### config.mk
export PLATFORM = sky130hd
export DESIGN_NAME = pipe_stage_buf
export DESIGN_NICKNAME = d
export VERILOG_FILES = /design/src/rtl/pipe_stage_buf.sv
export SDC_FILE = /design/constraint.sdc
export NUM_CORES = 1
export LEC_CHECK = 0
export BUFFER_PORTS_ARGS = -buffer_cell sky130_fd_sc_hd__buf_2
export CELL_PAD_IN_SITES_DETAIL_PLACEMENT = 0
export CELL_PAD_IN_SITES_GLOBAL_PLACEMENT = 1
export CORE_ASPECT_RATIO = 1.5
export CORE_UTILIZATION = 49
export CTS_BUF_LIST = sky130_fd_sc_hd__clkbuf_4 sky130_fd_sc_hd__clkbuf_8
export CTS_CLUSTER_SIZE = 14
export DETAILED_ROUTE_END_ITERATION = 8
export PLACE_DENSITY_LB_ADDON = 0.1
export SYNTH_ARGS = -nofsm -noshare
export SYNTH_HDL_FRONTEND = slang
export SYNTH_SLANG_ARGS = --single-unit
### constraint.sdc
create_clock -name clk -period 4.1 [get_ports clk]
set_input_delay 0.41 -clock clk [delete_from_list [all_inputs] [get_ports clk]]
set_output_delay 0.41 -clock clk [all_outputs]
set_load 0.01 [all_outputs]
### src/rtl/pipe_stage_buf.sv
// pipe_stage_buf: valid/ready pipeline stage with a stall-cycle counter.
// SKID=1 builds a two-entry skid buffer whose in_ready is a pure function of
// registered state; SKID=0 builds a single register whose in_ready is
// combinational in out_ready.
module pipe_stage_buf #(
    parameter int unsigned DATA_W = 32,
    parameter int unsigned SKID   = 1,
    parameter int unsigned CNT_W  = 8
) (
    input  logic              clk,
    input  logic              rst,
    input  logic              flush,
    input  logic              in_valid,
    output logic              in_ready,
    input  logic [DATA_W-1:0] in_data,
    output logic              out_valid,
    input  logic              out_ready,
    output logic [DATA_W-1:0] out_data,
    input  logic              cnt_clr,
    output logic [CNT_W-1:0]  stall_cnt
);

    typedef enum logic [1:0] {
        ST_EMPTY = 2'd0,
        ST_ONE   = 2'd1,
        ST_FULL  = 2'd2
    } state_e;

    state_e              state_q, state_d;
    logic [DATA_W-1:0]   out_data_q, out_data_d;
    logic [DATA_W-1:0]   skid_q, skid_d;
    logic [CNT_W-1:0]    cnt_q, cnt_d;
    logic                acc;
    logic                rel;

    assign acc       = in_valid & in_ready;
    assign rel       = out_valid & out_ready;
    assign out_data  = out_data_q;
    assign stall_cnt = cnt_q;

    // State register.
    always_ff @(posedge clk or posedge rst) begin
        if (rst) begin
            state_q <= ST_EMPTY;
        end else begin
            state_q <= state_d;
        end
    end

    // Next state plus the matching output/skid data moves; flush wins over any handshake.
    always_comb begin
        state_d    = state_q;
        out_data_d = out_data_q;
        skid_d     = skid_q;
        if (flush) begin
            state_d = ST_EMPTY;
        end else begin
            case (state_q)
                ST_EMPTY: begin
                    if (acc) begin
                        state_d    = ST_ONE;
                        out_data_d = in_data;
                    end
                end
                ST_ONE: begin
                    if (acc && rel) begin
                        out_data_d = in_data;
                    end else if (acc) begin
                        // Only reachable with SKID=1; SKID=0 never accepts while stalled.
                        state_d = ST_FULL;
                        skid_d  = in_data;
                    end else if (rel) begin
                        state_d = ST_EMPTY;
                    end
                end
                ST_FULL: begin
                    if (rel) begin
                        state_d    = ST_ONE;
                        out_data_d = skid_q;
                    end
                end
                default: begin
                    state_d = ST_EMPTY;
                end
            endcase
        end
    end

    // Handshake outputs decoded from state (and out_ready only in single-register mode).
    always_comb begin
        out_valid = (state_q != ST_EMPTY);
        if (SKID != 0) begin
            in_ready = (state_q != ST_FULL);
        end else begin
            in_ready = out_ready | ~out_valid;
        end
    end

    // Saturating stall counter; clear beats increment, flush does not touch it.
    always_comb begin
        cnt_d = cnt_q;
        if (cnt_clr) begin
            cnt_d = '0;
        end else if (out_valid && !out_ready && (cnt_q != '1)) begin
            cnt_d = cnt_q + 1'b1;
        end
    end

    // Datapath and counter registers.
    always_ff @(posedge clk or posedge rst) begin
        if (rst) begin
            out_data_q <= '0;
            skid_q     <= '0;
            cnt_q      <= '0;
        end else begin
            out_data_q <= out_data_d;
            skid_q     <= skid_d;
            cnt_q      <= cnt_d;
        end
    end

endmodule

Word level (Yosys, flattened, before mapping)
Cells that the tools add are included.
W data, S select, Z words.
- $add $sub $neg: 1
- equal/unequal tests: 11
- reduce and logical (&&, ||, !) cells: 11
- bitwise logic cells: 4
- muxes and demuxes: 13
- operator list (operator ; count):
    $mux W32 ; 3
    $pmux W32 S3 ; 1
    $mux W8 ; 2
    $mux W2 ; 6
    $ne A3 B3 Y1 const B ; 3
    $add A8 B1 Y8 const B ; 1
    $ne A2 B2 Y1 const B ; 4
    $ne A8 B8 Y1 const B ; 1
    $reduce_and A4 Y1 ; 2
    $pmux W2 S3 ; 1
    $reduce_and A5 Y1 ; 1
    $ne A4 B4 Y1 const B ; 1
    $reduce_bool A2 Y1 ; 2
    $logic_and A1 B1 Y1 ; 3
    $reduce_bool A3 Y1 ; 1
    $and A1 B1 Y1 ; 2
    $eq A2 B1 Y1 const B ; 1
    $eq A2 B2 Y1 const B ; 1
    $logic_not A2 Y1 ; 1
    $not A1 Y1 ; 2
    $logic_not A1 Y1 ; 1
- register bits after elaboration: 74
- output and inout bits: 42
- bits of input ports: 38

Logic depth before layout (Yosys ltp)
Gate-level depths: netlist of run 1.
- depth after elaboration: 7
- depth in mapped cells: 6
- gate-level depth less buffers: 5

Worst setup path before layout of run 1
OpenSTA, ideal clock, no wires.
- kind: flip-flop to flip-flop
- start point: register state_q[1]
- end point: register skid_q[10]
- buffers on the path: 1
- path slack: 2535 ps
- stages on the path, launching flop included: 5
- data arrival time: 1440 ps
- data required time: 3975 ps
- cell sequence: dfrtp_1 nor2b_1 nor3b_4 buf_6 mux2_2
- word-level cells in the longest chain between the ends: 5
- elaborated cells on any way between the ends: 8
- RTL lines (what ; RTL line ; source):
    start: declaration ; 29 ; state_e state_q, state_d;
    start signal: assignment ; 46 ; state_q <= state_d;
    $ne A2 B2 Y1 or $reduce_bool A2 Y1 (tied branches) ; 93, 91 ;
    $and A1 B1 Y1 (on tied branches) ; 36, 37 ;
    $logic_and A1 B1 Y1 ; 66 ; if (acc && rel) begin
    $not A1 Y1 (no line) ; -- ;
    $reduce_and A4 Y1 (no line) * ; -- ;
    end signal: assignment ; 117 ; skid_q <= skid_d;
    end: declaration ; 31 ; logic [DATA_W-1:0] skid_q, skid_d;
Mark *: on every way between the ends. The rest lies on a longest branch, timed or not.
A chain may end at the register's enable or synchronous reset.

Final worst setup path of run 1
- start point: register state_q[1]
- end point: register out_data_q[20], in the netlist out_data[20]
- word-level cells in the longest chain between the ends: 5
- elaborated cells on any way between the ends: 14
- RTL lines (what ; RTL line ; source):
    $ne A2 B2 Y1 or $reduce_bool A2 Y1 (tied branches) ; 93, 91 ;
    $and A1 B1 Y1 (on tied branches) ; 36, 37 ;
    $logic_and A1 B1 Y1 ; 66 ;
    $ne A2 B2 Y1 (no line) ; -- ;
    $reduce_and A5 Y1 (no line) ; -- ;
    end signal: assignment ; 116 ; out_data_q <= out_data_d;
    end: declaration ; 30 ; logic [DATA_W-1:0] out_data_q, out_data_d;
Parallel ways exist; a longest one is shown, timed or not.

==> flow_metrics.env, run 1 <==
export IMPL_hp_class="primary input to async pin"
export IMPL_hold_viol_final=0
export IMPL_drtAntennaViolNets=0
export IMPL_holdBufCountCts=0
export IMPL_yosys_area_top_type="dfrtp_1"
export IMPL_finalMaxSlewViolations=0
export IMPL_cts_tree="done"
export IMPL_place_ws_ns=1.63
export IMPL_dieHeight_um=106
export IMPL_core_mm2=0.00694
export IMPL_yosysWarnings=0
export IMPL_period_share_pct=57.1
export IMPL_diodes=0
export IMPL_clk_latency_ns=0.34
export IMPL_die_area_mm2=0.00762
export IMPL_grt_overflow_total=0
export IMPL_cts_post_setup_buffers_inserted=0
export IMPL_skew_ns=0.00945
export IMPL_dr_pass1_iters=4
export IMPL_most_common_layout_cells="buf_2 (79), dfrtp_1 (74), mux2_4 (48)"
export IMPL_syn_avg_cell_area_um2=15.3
export IMPL_io_pins=80
export IMPL_worstMarginPinSlew_ns=0.942
export IMPL_finalCriticalPeriod_ns=2.34
export IMPL_post_cts_resized=0
export IMPL_core_rowCount=37
export IMPL_grt_pass1_wl_um=10400
export IMPL_grt_usage_pct=18.0
export IMPL_viasPerCell=5.37
export IMPL_crit_path_max_fanout=24
export IMPL_routabilityCongestion=0.732
export IMPL_cp_start_kind="flop"
export IMPL_setup_viol=0
export IMPL_synthesis_nets=271
export IMPL_final_common_cell="buf_2"
export IMPL_async_reset_ff_share_pct=100
export IMPL_antenna_found_initial=0
export IMPL_max_freq_mhz=427
export IMPL_worst_endpoint_arrival_ns=2.56
export IMPL_die_x_um=71.6
export IMPL_clk_pin_slew_ns=0.08
export IMPL_routed_wl_um=6180
export IMPL_drtIter0Drc=112
export IMPL_fin_cells=395
export IMPL_dp_cells=381
export IMPL_synth_area_top_cells="dfrtp_1 (52%), mux2_4 (20%), mux2_2 (15%)"
export IMPL_synthesis_area_mm2=0.00356
export IMPL_grt_pass1_vias=2129
export IMPL_syn2layout_area_growth_pct=17.4
export IMPL_wl_per_cell_um=15.7
export IMPL_rsz0062_at_grt="false"
export IMPL_root_buffer="clkbuf_8"
export IMPL_ys_seq_area_share_pct=52.0
export IMPL_status="finished, final reports clean"
export IMPL_crit_type="flop to flop"
export IMPL_slew_headroom_pct=37.0
export IMPL_required_ns=4.32
export IMPL_cts_sinks=74
export IMPL_tns_ns=0
export IMPL_synth_flop_cell="dfrtp_1"
export IMPL_power_leakage_nw=2.07
export IMPL_start_util_pct=51.3
export IMPL_synth_cell_types=33
export IMPL_nNetsFinal=353
export IMPL_clockBufferDepth=2
export IMPL_h_tree_depth=3
export IMPL_critPathCaptureType="flop"
export IMPL_p_per_area_mw_per_mm2=475
export IMPL_netlist_instances=232
export IMPL_hold_slack_ns=0.252
export IMPL_layout_drive_gt1_share_pct=63.1
export IMPL_synth_seq_cells=74
export IMPL_dp_hpwl_um=4130
export IMPL_grt_max_degree=45
export IMPL_drc=0
export IMPL_peakVddDrop_v=0.000255
export IMPL_yosysTopAreaCellShare_pct=52.0
export IMPL_cap_violations=0
export IMPL_postLayoutSetupSlackWorst_ns=1.76
export IMPL_cts_buffers=9
export IMPL_port_buffer_count=79
export IMPL_vias=2123
export IMPL_synth_edf_count=0
## cells by family (layout without fill, tap and decap cells)
group                      after synthesis  after routing  share of synthesized area (%)
adders and majority gates                1              1                          0.351
AOI/OAI and AO/OA                       16             16                           3.02
and+or+nand+nor                         28             28                           4.74
xor gates and xnor gates                 1              1                          0.246
muxes                                   98             98                           36.0
DFF                                     74             74                           52.0
buffers and inverters                   14             99                           3.62
## stage by stage
stage	total power, W	util (%)	area, um^2
after floorplan	0.00126	-	3560
after global routing	0.00209	60.2	4180
final	0.00199	60.2	4180
after CTS	0.00201	60.2	4180
after detailed placement	0.00139	57.1	3960
after global placement	0.00138	57.1	3960
## synthesized netlist by cell type, drive strengths merged (3+ instances only)
library cell	n
dfrtp	74
nand3	3
nor2	4
o21ai	4
nand2b	3
a21oi	7
buf	12
or3	3
nand2	4
mux2	96
## worst paths after layout
check | depth (start not counted) | startpoint | to | slack (ns)
worst max-delay path | 5 | state_q[1]$_DFFE_PP0P_ | out_data[20]$_DFFE_PP0P_ | 1.76
worst min-delay path | 2 | rst | skid_q[4]$_DFFE_PP0P_ | 0.25
worst max register to register | 5 | state_q[1]$_DFFE_PP0P_ | out_data[20]$_DFFE_PP0P_ | 1.76
worst min register to register | 1 | out_data[21]$_DFFE_PP0P_ | out_data[21]$_DFFE_PP0P_ | 0.51
max in group asynchronous | 3 | rst | out_data[20]$_DFFE_PP0P_ | 2.88
min in group clk | 2 | in_data[4] | skid_q[4]$_DFFE_PP0P_ | 0.31
## layer usage
metal | track usage (%) | up-vias | part of all wire, %
li1 | - | 992 | -
met1 | 23.0 | 1064 | 45
met2 | 28.7 | 58 | 49
met3 | 4.55 | 9 | 3.5
met4 | 7.98 | 0 | 1.8
met5 | 0 | - | 0
## cell type report
type                    count  area, um^2
repair buffers             83         425
well taps                  78        97.6
multi-input cells         144        1580
fillers                   584        2770
inverters                   2        7.51
clock buffers              10         138
clock inverters             4        76.3
flip-flops and latches     74        1850
## critical path, stage by stage (launching register included)
cell,delay [ns]
dfrtp_1,0.45
nor2b_1,0.21
nand2_1,0.13
a21oi_4,0.76
buf_4,0.36
mux2_4,0.32
## flip-flops by register name (all words and copies together) (netlist names)
register   count
stall_cnt      8
out_data      32
state_q        2
skid_q        32
## where the power goes
group          switching [W]  internal [W]
combinational       0.000151      0.000246
sequential         0.0000838      0.000891
clock               0.000260      0.000355
total               0.000495       0.00149
Note: power is estimated with default switching activity, not from simulation.
==> inputs of run 2 (changes only) <==
--- a/config.mk
+++ b/config.mk
@@ -9,7 +9,7 @@
 export CELL_PAD_IN_SITES_DETAIL_PLACEMENT = 0
 export CELL_PAD_IN_SITES_GLOBAL_PLACEMENT = 1
 export CORE_ASPECT_RATIO = 1.5
-export CORE_UTILIZATION = 49
+export CORE_UTILIZATION = 41
 export CTS_BUF_LIST = sky130_fd_sc_hd__clkbuf_4 sky130_fd_sc_hd__clkbuf_8
 export CTS_CLUSTER_SIZE = 14
 export DETAILED_ROUTE_END_ITERATION = 8
==> constraint.sdc (replaced) <==
create_clock -name clk -period 2.1 [get_ports clk]
set_input_delay 0.21 -clock clk [delete_from_list [all_inputs] [get_ports clk]]
set_output_delay 0.21 -clock clk [all_outputs]
set_load 0.01 [all_outputs]
==> flow_metrics.env, run 2 (same netlist as run 1, synthesis figures left out) <==
export IMPL_status="finished, final reports clean"
export IMPL_finalMaxSlewViolations=0
export IMPL_cp_start_kind="flop"
export IMPL_routabilityCongestion=0.718
export IMPL_clockBufferDepth=2
export IMPL_cap_violations=0
export IMPL_p_switching_w=0.000937
export IMPL_required_ns=2.37
export IMPL_post_cts_resized=0
export IMPL_p_clk_share_pct=26.0
export IMPL_worst_endpoint_arrival_ns=2.07
export IMPL_die_x_um=78.1
export IMPL_seq_power_share_pct=52.2
export IMPL_grt_pass1_wl_um=10800
export IMPL_critPathCaptureType="flop"
export IMPL_routed_wl_um=6450
export IMPL_final_util_pct=50.5
export IMPL_antenna_found_initial=0
export IMPL_critical_path_top_delay_family="simple AND/OR/NAND/NOR gates"
export IMPL_finalCriticalPeriod_ns=1.80
export IMPL_combPwrFrac_pct=21.8
export IMPL_drtAntennaViolNets=0
export IMPL_core_mm2=0.00841
export IMPL_cts_sinks=74
export IMPL_crit_type="flop to flop"
export IMPL_start_util_pct=42.3
export IMPL_h_tree_depth=3
export IMPL_setup_viol=0
export IMPL_slew_headroom_pct=49.0
export IMPL_grt_max_degree=31
export IMPL_peakVddDrop_v=0.000416
export IMPL_diodes=0
export IMPL_grt_usage_pct=15.8
export IMPL_core_rowCount=41
export IMPL_root_buffer="clkbuf_8"
export IMPL_p_per_area_mw_per_mm2=854
export IMPL_hp_class="primary input to flop"
export IMPL_cts_buffers=9
export IMPL_tns_ns=0
export IMPL_drtIter0Drc=67
export IMPL_most_common_layout_cells="buf_2 (79), dfrtp_1 (74), mux2_4 (48)"
export IMPL_die_area_mm2=0.00907
export IMPL_dr_pass1_iters=4
export IMPL_layout_drive_gt1_share_pct=63.6
export IMPL_crit_path_max_fanout=12
export IMPL_port_buffer_count=79
export IMPL_crit_slowest_cell="or4_1"
export IMPL_vias=2146
export IMPL_dieHeight_um=116
export IMPL_clk_latency_ns=0.34
export IMPL_final_common_cell="buf_2"
export IMPL_drc=0
export IMPL_skew_ns=0.00557
export IMPL_worstMarginPinSlew_ns=0.759
export IMPL_nNetsFinal=359
export IMPL_cts_tree="done"
export IMPL_worst_path_buf_inv=0
export IMPL_viasPerCell=4.98
export IMPL_grt_overflow_total=0
export IMPL_cp_slowest_stage_delay_ns=0.58
export IMPL_power_leakage_nw=2.10
export IMPL_max_freq_mhz=557
export IMPL_syn2layout_area_growth_pct=19.4
export IMPL_io_pins=80
export IMPL_hold_slack_ns=0.108
export IMPL_crit_chain="ha_1, nand4_1, o21ai_1, or4_1, a21oi_1"
export IMPL_rsz0062_at_grt="false"
export IMPL_hold_viol_final=0
export IMPL_totalPowerFinal_w=0.00363
export IMPL_wl_per_cell_um=15.0
export IMPL_cts_post_setup_buffers_inserted=0
export IMPL_fillers=800
export IMPL_dp_hpwl_um=4480
export IMPL_internal_power_w=0.00269
export IMPL_period_share_pct=85.5
export IMPL_grt_pass1_vias=2198
export IMPL_p_sw_share_pct=25.8
export IMPL_clk_pin_slew_ns=0.07
## run 2: timing repair
item,4_1_cts,5_1_grt
setup endpoints to repair,0,0
endpoints found under the hold margin,18,0
hold buffers,1,0
## run 2: power groups by stage
| stage | registers (W) | logic, W | clock network [W] |
|---|---|---|---|
| finish | 0.00189 | 0.000792 | 0.000942 |
| global route | 0.00194 | 0.000866 | 0.00105 |
| CTS | 0.00190 | 0.000809 | 0.00100 |
| detailed placement | 0.00193 | 0.000806 | 0 |
| global placement | 0.00191 | 0.000792 | 0 |
| floorplan | 0.00196 | 0.000492 | 0 |
## run 2: per-layer routing
layer / GRT usage, % / wire length, um
met1: 18.2 / 2700
met2: 26.8 / 3330
met3: 4.77 / 300
met4: 7.53 / 130
met5: 0 / 0
## run 2: cell type report
type | count | area [um^2] | area share, %
sequential | 74 | 1850 | 43.6
multi-input combinational | 144 | 1580 | 37.2
timing repair buffer | 89 | 510 | 12.0
clock buffer | 12 | 146 | 3.45
tap | 107 | 134 | 3.15
clock inverter | 3 | 17.5 | 0.412
inverter | 2 | 7.51 | 0.177
## run 2: worst register-to-register path, cell delays in order (launching register included)
cell and delay, ns:
dfrtp_1 0.41, ha_1 0.25, nand4_1 0.10, o21ai_1 0.24, or4_1 0.58, a21oi_1 0.14
## run 2: final timing paths
check,start,slack [ns],to,cells past startpoint
max,stall_cnt[0]$_DFFE_PP0P_,0.30,stall_cnt[7]$_DFFE_PP0P_,5
min,in_data[11],0.11,skid_q[11]$_DFFE_PP0P_,2
max reg2reg,stall_cnt[0]$_DFFE_PP0P_,0.30,stall_cnt[7]$_DFFE_PP0P_,5
min reg2reg,out_data[11]$_DFFE_PP0P_,0.49,out_data[11]$_DFFE_PP0P_,1
max in group asynchronous,rst,1.07,out_data[14]$_DFFE_PP0P_,4
min in group asynchronous,rst,0.42,out_data[27]$_DFFE_PP0P_,3
## run 2: per-stage QoR
stage / setup WS [ns] / instance area, um^2 / cells
final: 0.305 / 4250 / 431
after global routing: 0.137 / 4250 / 431
after CTS: 0.289 / 4250 / 431
after detailed placement: 0.298 / 4080 / 415
after global placement: 0.343 / 4080 / 415
after floorplan: 0.00838 / 3560 / 232
==> inputs of run 3 (changes only) <==
==> config.mk (replaced) <==
export PLATFORM = sky130hd
export DESIGN_NAME = pipe_stage_buf
export DESIGN_NICKNAME = d
export VERILOG_FILES = /design/src/rtl/pipe_stage_buf.sv
export SDC_FILE = /design/constraint.sdc
export NUM_CORES = 1
export LEC_CHECK = 0
export CELL_PAD_IN_SITES_DETAIL_PLACEMENT = 0
export CELL_PAD_IN_SITES_GLOBAL_PLACEMENT = 1
export CORE_ASPECT_RATIO = 1.5
export CORE_UTILIZATION = 49
export CTS_BUF_LIST = sky130_fd_sc_hd__clkbuf_4 sky130_fd_sc_hd__clkbuf_8
export CTS_CLUSTER_SIZE = 25
export DETAILED_ROUTE_END_ITERATION = 8
export DONT_BUFFER_PORTS = 1
export PLACE_DENSITY_LB_ADDON = 0.1
export SYNTH_ARGS = -nofsm -noshare
export SYNTH_HDL_FRONTEND = slang
export SYNTH_SLANG_ARGS = --single-unit
==> flow_metrics.env, run 3 (same netlist as run 1, synthesis figures left out) <==
export IMPL_cts_post_setup_buffers_inserted=0
export IMPL_final_common_cell="dfrtp_1"
export IMPL_grt_pass1_wl_um=10800
export IMPL_gr_max_usage_layer="met2"
export IMPL_syn2layout_area_growth_pct=16.4
export IMPL_finalMaxSlewViolations=0
export IMPL_die_area_mm2=0.00762
export IMPL_nNetsFinal=308
export IMPL_grt_max_degree=40
export IMPL_grt_usage_pct=19.2
export IMPL_routabilityCongestion=0.748
export IMPL_met1_usage_pct=19.9
export IMPL_worst_endpoint_arrival_ns=2.14
export IMPL_dieHeight_um=106
export IMPL_root_buffer="clkbuf_8"
export IMPL_dr_pass1_iters=4
export IMPL_grt_use_met3_pct=5.31
export IMPL_grt_overflow_total=0
export IMPL_power_leakage_nw=1.91
export IMPL_rsz0062_at_grt="false"
export IMPL_reg2reg_depth=5
export IMPL_clk_latency_ns=0.35
export IMPL_clockBufferDepth=2
export IMPL_p_per_area_mw_per_mm2=916
export IMPL_viasPerCell=5.66
export IMPL_crit_path_max_fanout=12
export IMPL_fin_cells=352
export IMPL_cts_buffers=9
export IMPL_hp_class="primary input to flop"
export IMPL_dp_cells=305
export IMPL_finalCriticalPeriod_ns=1.87
export IMPL_place_ws_ns=0.264
export IMPL_status="finished, final reports clean"
export IMPL_diodes=0
export IMPL_antenna_found_initial=0
export IMPL_tns_ns=0
export IMPL_cp_start_kind="flop"
export IMPL_max_freq_mhz=535
export IMPL_peakVddDrop_v=0.000631
export IMPL_grt_met2_usage_pct=34.1
export IMPL_postLayoutSetupSlackWorst_ns=0.232
export IMPL_worstMarginPinSlew_ns=0.769
export IMPL_h_tree_depth=3
export IMPL_most_common_layout_cells="dfrtp_1 (74), mux2_4 (48), mux2_2 (47)"
export IMPL_cts_sinks=74
export IMPL_critPathCaptureType="flop"
export IMPL_fillers=537
export IMPL_hold_viol_final=0
export IMPL_core_mm2=0.00694
export IMPL_vias=1991
export IMPL_setup_viol=0
export IMPL_period_share_pct=89.0
export IMPL_cap_violations=0
export IMPL_die_x_um=71.6
export IMPL_skew_ns=0.00613
export IMPL_cts_tree="done"
export IMPL_io_pins=80
export IMPL_whs_path_depth=1
export IMPL_start_util_pct=51.3
export IMPL_grt_pass1_vias=2180
export IMPL_drtIter0Drc=93
export IMPL_core_rowCount=37
export IMPL_routed_wl_um=6820
export IMPL_clk_pin_slew_ns=0.07
export IMPL_dp_hpwl_um=4600
export IMPL_wl_per_cell_um=19.4
export IMPL_holdBufCountCts=30
export IMPL_slew_headroom_pct=48.7
export IMPL_crit_type="flop to flop"
export IMPL_required_ns=2.37
export IMPL_port_buffer_count=0
export IMPL_drtAntennaViolNets=0
export IMPL_drc=0
export IMPL_post_cts_resized=0
export IMPL_layout_drive_gt1_share_pct=46.0
## run 3: cell types whose count changed in the layout (fill, tap and decap cells not counted), sizes merged
| cell | previous run | this run |
|---|---|---|
| bufinv | 0 | 2 |
| clkinvlp | 1 | 0 |
| clkinv | 2 | 4 |
| dlygate4sd3 | 1 | 31 |
| buf | 88 | 7 |
| clkbuf | 12 | 10 |
## run 3: final timing paths
| check | startpoint | to | slack [ns] |
|---|---|---|---|
| min in group asynchronous | rst | skid_q[7]$_DFFE_PP0P_ | 0.47 |
| max | stall_cnt[0]$_DFFE_PP0P_ | stall_cnt[7]$_DFFE_PP0P_ | 0.23 |
| min reg2reg | skid_q[6]$_DFFE_PP0P_ | skid_q[6]$_DFFE_PP0P_ | 0.51 |
| min | in_data[19] | skid_q[19]$_DFFE_PP0P_ | 0.02 |
| max reg2reg | stall_cnt[0]$_DFFE_PP0P_ | stall_cnt[7]$_DFFE_PP0P_ | 0.23 |
| max in group asynchronous | rst | skid_q[27]$_DFFE_PP0P_ | 0.94 |
## run 3: power breakdown
part           internal [W]  total [W]  switching [W]
registers           0.00174    0.00200       0.000264
logic              0.000411   0.000594       0.000183
clock network      0.000693    0.00120       0.000504
## run 3: layer usage
metal | up-vias | routed length, um
met5 | - | 0
met4 | 0 | 172
met3 | 12 | 372
met2 | 59 | 3610
met1 | 1009 | 2670
li1 | 911 | -
## run 3: area by class of cell
cell class / count / area [um^2] / area share, %
Sequential cell: 74 / 1850 / 44.7
Inverter: 2 / 7.51 / 0.181
Timing Repair Buffer: 38 / 388 / 9.36
Clock inverter: 6 / 80.1 / 1.93
Multi-Input combinational cell: 144 / 1580 / 38.2
Clock buffer: 10 / 138 / 3.32
Tap cell: 78 / 97.6 / 2.36
## run 3: stage by stage
step                      total power [W]  area [um^2]  hold slack, ns  utilization (%)
after CTS                         0.00385         4130        0.000198             59.5
final                             0.00379         4140          0.0204             59.7
after floorplan                   0.00245         3560           0.276                -
after detailed placement          0.00258         3620           0.277             52.1
after global routing              0.00398         4140        0.000603             59.7
after global placement            0.00252         3620           0.261             52.1
## run 3: critical path, stage by stage, from the launching register on
cell,delay [ns]
dfrtp_1,0.46
ha_1,0.27
nand4_1,0.10
o21ai_1,0.23
or4_1,0.58
a21oi_1,0.15
